--- src/rtl/io_scan_seq.sv ---
// Select sequencer for the 1024:1 mux / 1:1024 demux I/O datapath: walks a source/destination
// window one pair per clock and flags each transfer when the datapath's registered output is valid.
module io_scan_seq #(
    parameter int SEL_W    = 10,
    parameter int COM_W    = 3,
    parameter int PIPE_LAT = 2
) (
    input  logic             clk,
    input  logic             rst_n,
    input  logic             start,
    input  logic             abort,
    input  logic [SEL_W-1:0] src_base,
    input  logic [SEL_W-1:0] dst_base,
    input  logic [SEL_W:0]   len,
    input  logic [COM_W-1:0] com_cfg,
    output logic [SEL_W-1:0] mux_sel,
    output logic [SEL_W-1:0] demux_sel,
    output logic [COM_W-1:0] com_sel,
    output logic             busy,
    output logic             done,
    output logic             xfer_valid,
    output logic [SEL_W:0]   xfer_idx
);

    typedef enum logic [1:0] {IDLE, RUN, DRAIN, DONE} state_t;

    localparam logic [SEL_W:0] ONE = (SEL_W+1)'(1);

    state_t                      state, state_nxt;
    logic                        launch, issue;
    logic [SEL_W:0]              len_eff, len_r, cnt;
    logic [SEL_W-1:0]            src_cur, dst_cur;
    logic [PIPE_LAT:0]           vld_pipe;
    logic [PIPE_LAT:0][SEL_W:0]  idx_pipe;

    // A zero length means a full sweep of the address space.
    assign len_eff = (len == '0) ? {1'b1, {SEL_W{1'b0}}} : len;

    always_comb begin
        state_nxt = state;
        launch    = 1'b0;
        issue     = 1'b0;
        case (state)
            IDLE: begin
                if (start) begin
                    launch    = 1'b1;
                    state_nxt = (len_eff == ONE) ? DRAIN : RUN;
                end
            end
            RUN: begin
                if (abort) begin
                    state_nxt = DRAIN;
                end else begin
                    issue = 1'b1;
                    if (cnt == len_r - ONE) state_nxt = DRAIN;
                end
            end
            // The stage feeding xfer_valid may still be set; nothing earlier may be.
            DRAIN: begin
                if (vld_pipe[PIPE_LAT-1:0] == '0) state_nxt = DONE;
            end
            DONE: state_nxt = IDLE;
            default: state_nxt = IDLE;
        endcase
    end

    always_ff @(posedge clk) begin
        if (!rst_n) begin
            state     <= IDLE;
            len_r     <= '0;
            cnt       <= '0;
            src_cur   <= '0;
            dst_cur   <= '0;
            mux_sel   <= '0;
            demux_sel <= '0;
            com_sel   <= '0;
            vld_pipe  <= '0;
            idx_pipe  <= '0;
        end else begin
            state <= state_nxt;
            // The datapath XORs com_sel into the mux select, so pre-apply it here.
            if (launch) begin
                len_r     <= len_eff;
                cnt       <= ONE;
                com_sel   <= com_cfg;
                mux_sel   <= src_base ^ {{(SEL_W-COM_W){1'b0}}, com_cfg};
                demux_sel <= dst_base;
                src_cur   <= src_base + 1'b1;
                dst_cur   <= dst_base + 1'b1;
            end else if (issue) begin
                cnt       <= cnt + 1'b1;
                mux_sel   <= src_cur ^ {{(SEL_W-COM_W){1'b0}}, com_sel};
                demux_sel <= dst_cur;
                src_cur   <= src_cur + 1'b1;
                dst_cur   <= dst_cur + 1'b1;
            end
            vld_pipe[0] <= launch | issue;
            idx_pipe[0] <= launch ? '0 : cnt;
            for (int k = 1; k <= PIPE_LAT; k++) begin
                vld_pipe[k] <= vld_pipe[k-1];
                idx_pipe[k] <= idx_pipe[k-1];
            end
        end
    end

    assign busy       = (state != IDLE);
    assign done       = (state == DONE);
    assign xfer_valid = vld_pipe[PIPE_LAT];
    assign xfer_idx   = idx_pipe[PIPE_LAT];

endmodule

--- config.mk ---
export PLATFORM = sky130hd
export DESIGN_NAME = io_scan_seq
export DESIGN_NICKNAME = d
export VERILOG_FILES = /design/src/rtl/io_scan_seq.sv
export SDC_FILE = /design/constraint.sdc
export NUM_CORES = 1
export LEC_CHECK = 0
export ABC_AREA = 1
export CAP_MARGIN = 10
export CORE_ASPECT_RATIO = 1.2
export CORE_MARGIN = 4
export CORE_UTILIZATION = 30
export CTS_BUF_LIST = sky130_fd_sc_hd__clkbuf_4 sky130_fd_sc_hd__clkbuf_8 sky130_fd_sc_hd__clkbuf_16
export CTS_CLUSTER_SIZE = 28
export DETAILED_ROUTE_END_ITERATION = 8
export HOLD_SLACK_MARGIN = 0.08
export REMOVE_ABC_BUFFERS = 1
export SYNTH_ARGS = -nofsm -noshare
export SYNTH_HDL_FRONTEND = slang
export SYNTH_SLANG_ARGS = --single-unit
--- constraint.sdc ---
create_clock -name clk -period 2 [get_ports clk]
set_input_delay 0.2 -clock clk [delete_from_list [all_inputs] [get_ports clk]]
set_output_delay 0.2 -clock clk [all_outputs]
set_load 0.05 [all_outputs]
# [After elaboration in Yosys (flattened, before gate mapping)]
# Index checks and enable logic that the tools add are counted.
[classes] n_eq_ne=8 mux=21 n_bitwise=4 n_addsub=6 n_reduce_logical=7
[ops] operator="$mux 10" n=8
[ops] operator="$add 10x1->10 const B" n=4
[ops] operator="$xor 10x3->10" n=2
[ops] operator="$add 11x1->11 const B" n=1
[ops] operator="$eq 11x1->1 const B" n=1
[ops] operator="$eq 11x11->1" n=1
[ops] operator="$logic_not 11->1" n=1
[ops] operator="$mux 11" n=1
[ops] operator="$sub 11x1->11 const B" n=1
[ops] operator="$mux 2" n=5
[ops] operator="$pmux 2 s4" n=1
[ops] operator="$mux 1" n=6
[ops] operator="$eq 2x2->1 const B" n=2
[ops] operator="$logic_not 2->1" n=2
[ops] operator="$ne 2x2->1 const B" n=2
[ops] operator="$reduce_bool 2->1" n=2
[ops] operator="$ne 3x3->1 const B" n=1
[ops] operator="$reduce_and 3->1" n=1
[ops] operator="$eq 2x1->1 const B" n=1
[ops] operator="$reduce_or 2->1" n=1
[ops] operator="$not 1->1" n=1
[ops] operator="$or 1x1->1" n=1
[word_totals] register_bits=103 in_bits=38 elab_cells=59 output_inout_bits=37

# [Longest topological paths before layout]
[depth] ltp_word=6 depth_mapped=15 mapped_depth_nobuf=15

# [Worst setup path after synthesis]
# No wires, ideal clock.
[synth_timing] kind="register to register" start="reg state[0]" end="reg src_cur[8]" path_slack_ns=-0.093 required_ns=1.886 path_stages_with_launch=16 path_buffers=1 synth_period_minus_slack_ns=2.093 t_arrival_ns=1.979 setup_ns=0.114 path_cell_list="dfxtp_1 > inv_1 > ha_1 > nand2_4 > buf_6 > nand2_2 > o21ai_1 > inv_1 > ha_1 > inv_1 > nor2_4 > nand3_1 > nor3_1 > xor2_1 > o21bai_1 > inv_1"
[synth_via] elab_chain_len=3 word_cells_on_any_way=6 cone_classes="eq/ne (1); mux (3); reduce/logical (2)"
[synth_rtl] element="start, declared" line_no="29" source="state_t state, state_nxt;"
[synth_rtl] element="start signal, assigned" line_no="80" source="state <= state_nxt;"
[synth_rtl] element="$eq 2x1->1 or $logic_not 2->1 (tied branches)" line_no="43" source="case (state)"
[synth_rtl] element="$mux 1" line_no="43"
[synth_rtl] element="$reduce_bool 2->1 (no line) or $mux 10 (tied branches)"
[synth_rtl] element="end signal, assigned" line_no="88" source="src_cur <= src_base + 1'b1;"
[synth_rtl] element="end signal, assigned" line_no="94" source="src_cur <= src_cur + 1'b1;"
[synth_rtl] element="end, declared" line_no="32" source="logic [SEL_W-1:0] src_cur, dst_cur;"
# Parallel ways exist; a longest one is shown, timed or not.
# A chain may end at the register's enable or synchronous reset.

# [Final worst setup path]
[layout_timing] start="reg state[0]" end="out done"
[layout_via] elab_chain_len=1
[layout_rtl] element="$eq 2x2->1" line_no="107" source="assign done = (state == DONE);"
[layout_rtl] element="end, declared" line_no="20" source="output logic done,"
# No other way between the ends.

==> flow_metrics.tcl <==
set metrics [dict create \
    finClkSkew_ps 11.1 \
    vias 4127 \
    initial_core_util_pct 31.0 \
    cts_tree "yes" \
    post-synth-top-count-cell "nand2_1" \
    antenna_left 0 \
    wirelength_um 10600 \
    synth_commonest_cells "129 x nand2_1, 103 x dfxtp_1, 103 x inv_1" \
    p_leak_nw 2.96 \
    synth-async-reset-ratio_pct 0 \
    crit_path_end_kind "output pin" \
    syn_inst 641 \
    filler_cell_count 1575 \
    drive_gt1_share_pct 16.4 \
    row_count 49 \
    setup-tns-final_ps 0 \
    synth_top_area_share_pct 44.0 \
    hold_viol_final 0 \
    min_path_type "input port to flop" \
    max_cap_viol_count 0 \
    grt_use_total_pct 12.5 \
    ys_seq_area_share_pct 44.0 \
    path_class "flop to output pin" \
    ys_seq_elements 103 \
    drc 0 \
    fmax_ghz 0.512 \
    start_kind "flop" \
    die_w_um 122 \
    firstDrtPassIters 4 \
    status "finished clean" \
    grt_pass1_vias 3956 \
    die_area_um2 17700 \
    ios 75 \
    final_nets 797 \
    synthesis.area_um2 4690 \
    ys.warnings.count 0 \
    drv_slew 0 \
    syn2layout_area_growth_pct 36.0 \
    cts_root_buf "clkbuf_16" \
    slew_headroom_pct 64.7 \
    io_buffers 74 \
    fin_crit_sh_pct 97.7 \
    insertion_delay_ps 360 \
    core_area_um2 15100 \
    r2r_setup_slack_ps 90 \
    grt_max_degree 66 \
    tightest_slew_ps 528 \
    insertedDiodeCount 0 \
    dp_hpwl_um 7690 \
    finalSetupViolCount 0 \
    h-tree-depth 3 \
    power_mw 9.26 \
    period_needed_ps 1950 \
    cts_sinks 103 \
    syn_avg_cell_area_um2 7.31 \
    drt_iter0_markers 198 \
    synth_top_area_cell "dfxtp_1" \
    rsz0062_at_grt "true" \
    clockBufferDepth 2 \
    p_per_area_nw_per_um2 1450 \
    worstPathRequired_ps 1800 \
    path_clk_slew_ps 80 \
    path_max_fanout 3 \
    antenna_found_initial 0 \
    cts_buffers 9 \
    regArea_um2 2070 \
    grt-ovfl-total 0 \
    irDropWorstVdd_mv 0.748 \
    die_y_um 145 \
    multi_input_area_um2 2120 \
    synth_edf_count 0 \
    viasPerCell 4.30 \
    cp.arrival_ps 1750 \
    grt_first_pass_wirelength_um 18000 \
    cts-hold-fix-buffers 0 \
    synth_area_leaders "dfxtp_1 44%, nand2_1 10%, inv_1 8.2%, o21ai_0 5.6%, nor2_1 5.4%" \
    avgRoutedWirePerCell_um 11.1 \
    synth_cell_types 41 \
    place.gp.congestion 0.832 \
    ys.flop_type "dfxtp_1" \
]
[state kept, by name (all words and copies together) (netlist names)]
register	count
idx_pipe	22
cnt	11
len_r	11
xfer_idx	11
demux_sel	10
dst_cur	10
mux_sel	10
src_cur	10
com_sel	3
vld_pipe	3
state	2
[kinds of logic after synthesis]
group | after synthesis | synth area share (%)
muxes | 3 | 0.641
adders and majority gates | 9 | 2.40
xor gates and xnor gates | 18 | 3.36
buffers and inverters | 142 | 12.9
and+or+nand+nor | 243 | 21.8
AOI/OAI and AO/OA | 123 | 15.0
DFF | 103 | 44.0
[final cells by class]
class | count | area share, %
flip-flops and latches | 103 | 32.4
clock buffers | 10 | 3.75
multi-input cells | 396 | 33.3
well taps | 204 | 4.00
clock inverters | 6 | 1.18
inverters | 108 | 6.40
repair buffers | 132 | 19.0
[worst paths after layout]
path | from | to | cells after the start
setup / recovery | state[0] | done | 3
hold / removal | rst_n | com_sel[0] | 3
setup reg to reg | state[1] | src_cur[9] | 15
hold reg to reg | idx_pipe[21] | xfer_idx[10] | 2
[through the flow]
stage          hold WS (ps)  cells  utilization (%)  setup WS (ps)  cell area [um2]
6_report                162    959             42.1           45.9             6380
5_1_grt                 190    959             42.1          -61.2             6380
3_5_place_dp            398    939             39.1           -132             5920
2_1_floorplan           293    607                -          -1190             4490
4_1_cts                 156    955             41.3           7.39             6250
3_3_place_gp            395    939             39.1           -133             5920
[critical path, stage by stage, from the launching register on]
cell and delay, ps:
dfxtp_2 340, buf_4 120, ha_1 140, clkdlybuf4s50_1 800
[placed cells by master (no fill, tap or decap), types with 7 or more instances in the layout]
cell,synthesis,final
a21oi_1,28,28
xor2_1,16,16
ha_1,9,7
clkbuf_16,0,9
nand2_1,129,124
nand3_1,20,19
buf_4,13,55
o21ai_0,52,51
inv_1,103,100
dfxtp_1,103,100
nor2_2,4,9
clkdlybuf4s50_1,0,72
nor2_1,67,61
[power breakdown]
group	switching [mW]	internal [mW]	leakage, nW
sequential	0.261	2.53	0.842
clock	0.825	1.03	0.152
combinational	2.72	1.90	1.97
total	3.80	5.46	2.96
[timing repair]
action | CTS | global route
endpoints found under the setup margin | 7 | 24
setup buffers | 0 | 5
resized for setup | 5 | 29
pin swaps | 1 | 11
[layer usage]
| metal | share of wire [%] | global-route usage (%) |
|---|---|---|
| met1 | 48 | 15.9 |
| met2 | 47 | 20.4 |
| met3 | 3.7 | 2.30 |
| met4 | 1.5 | 5.43 |
| met5 | 0 | 0 |
(Power assumes the default switching activity.)
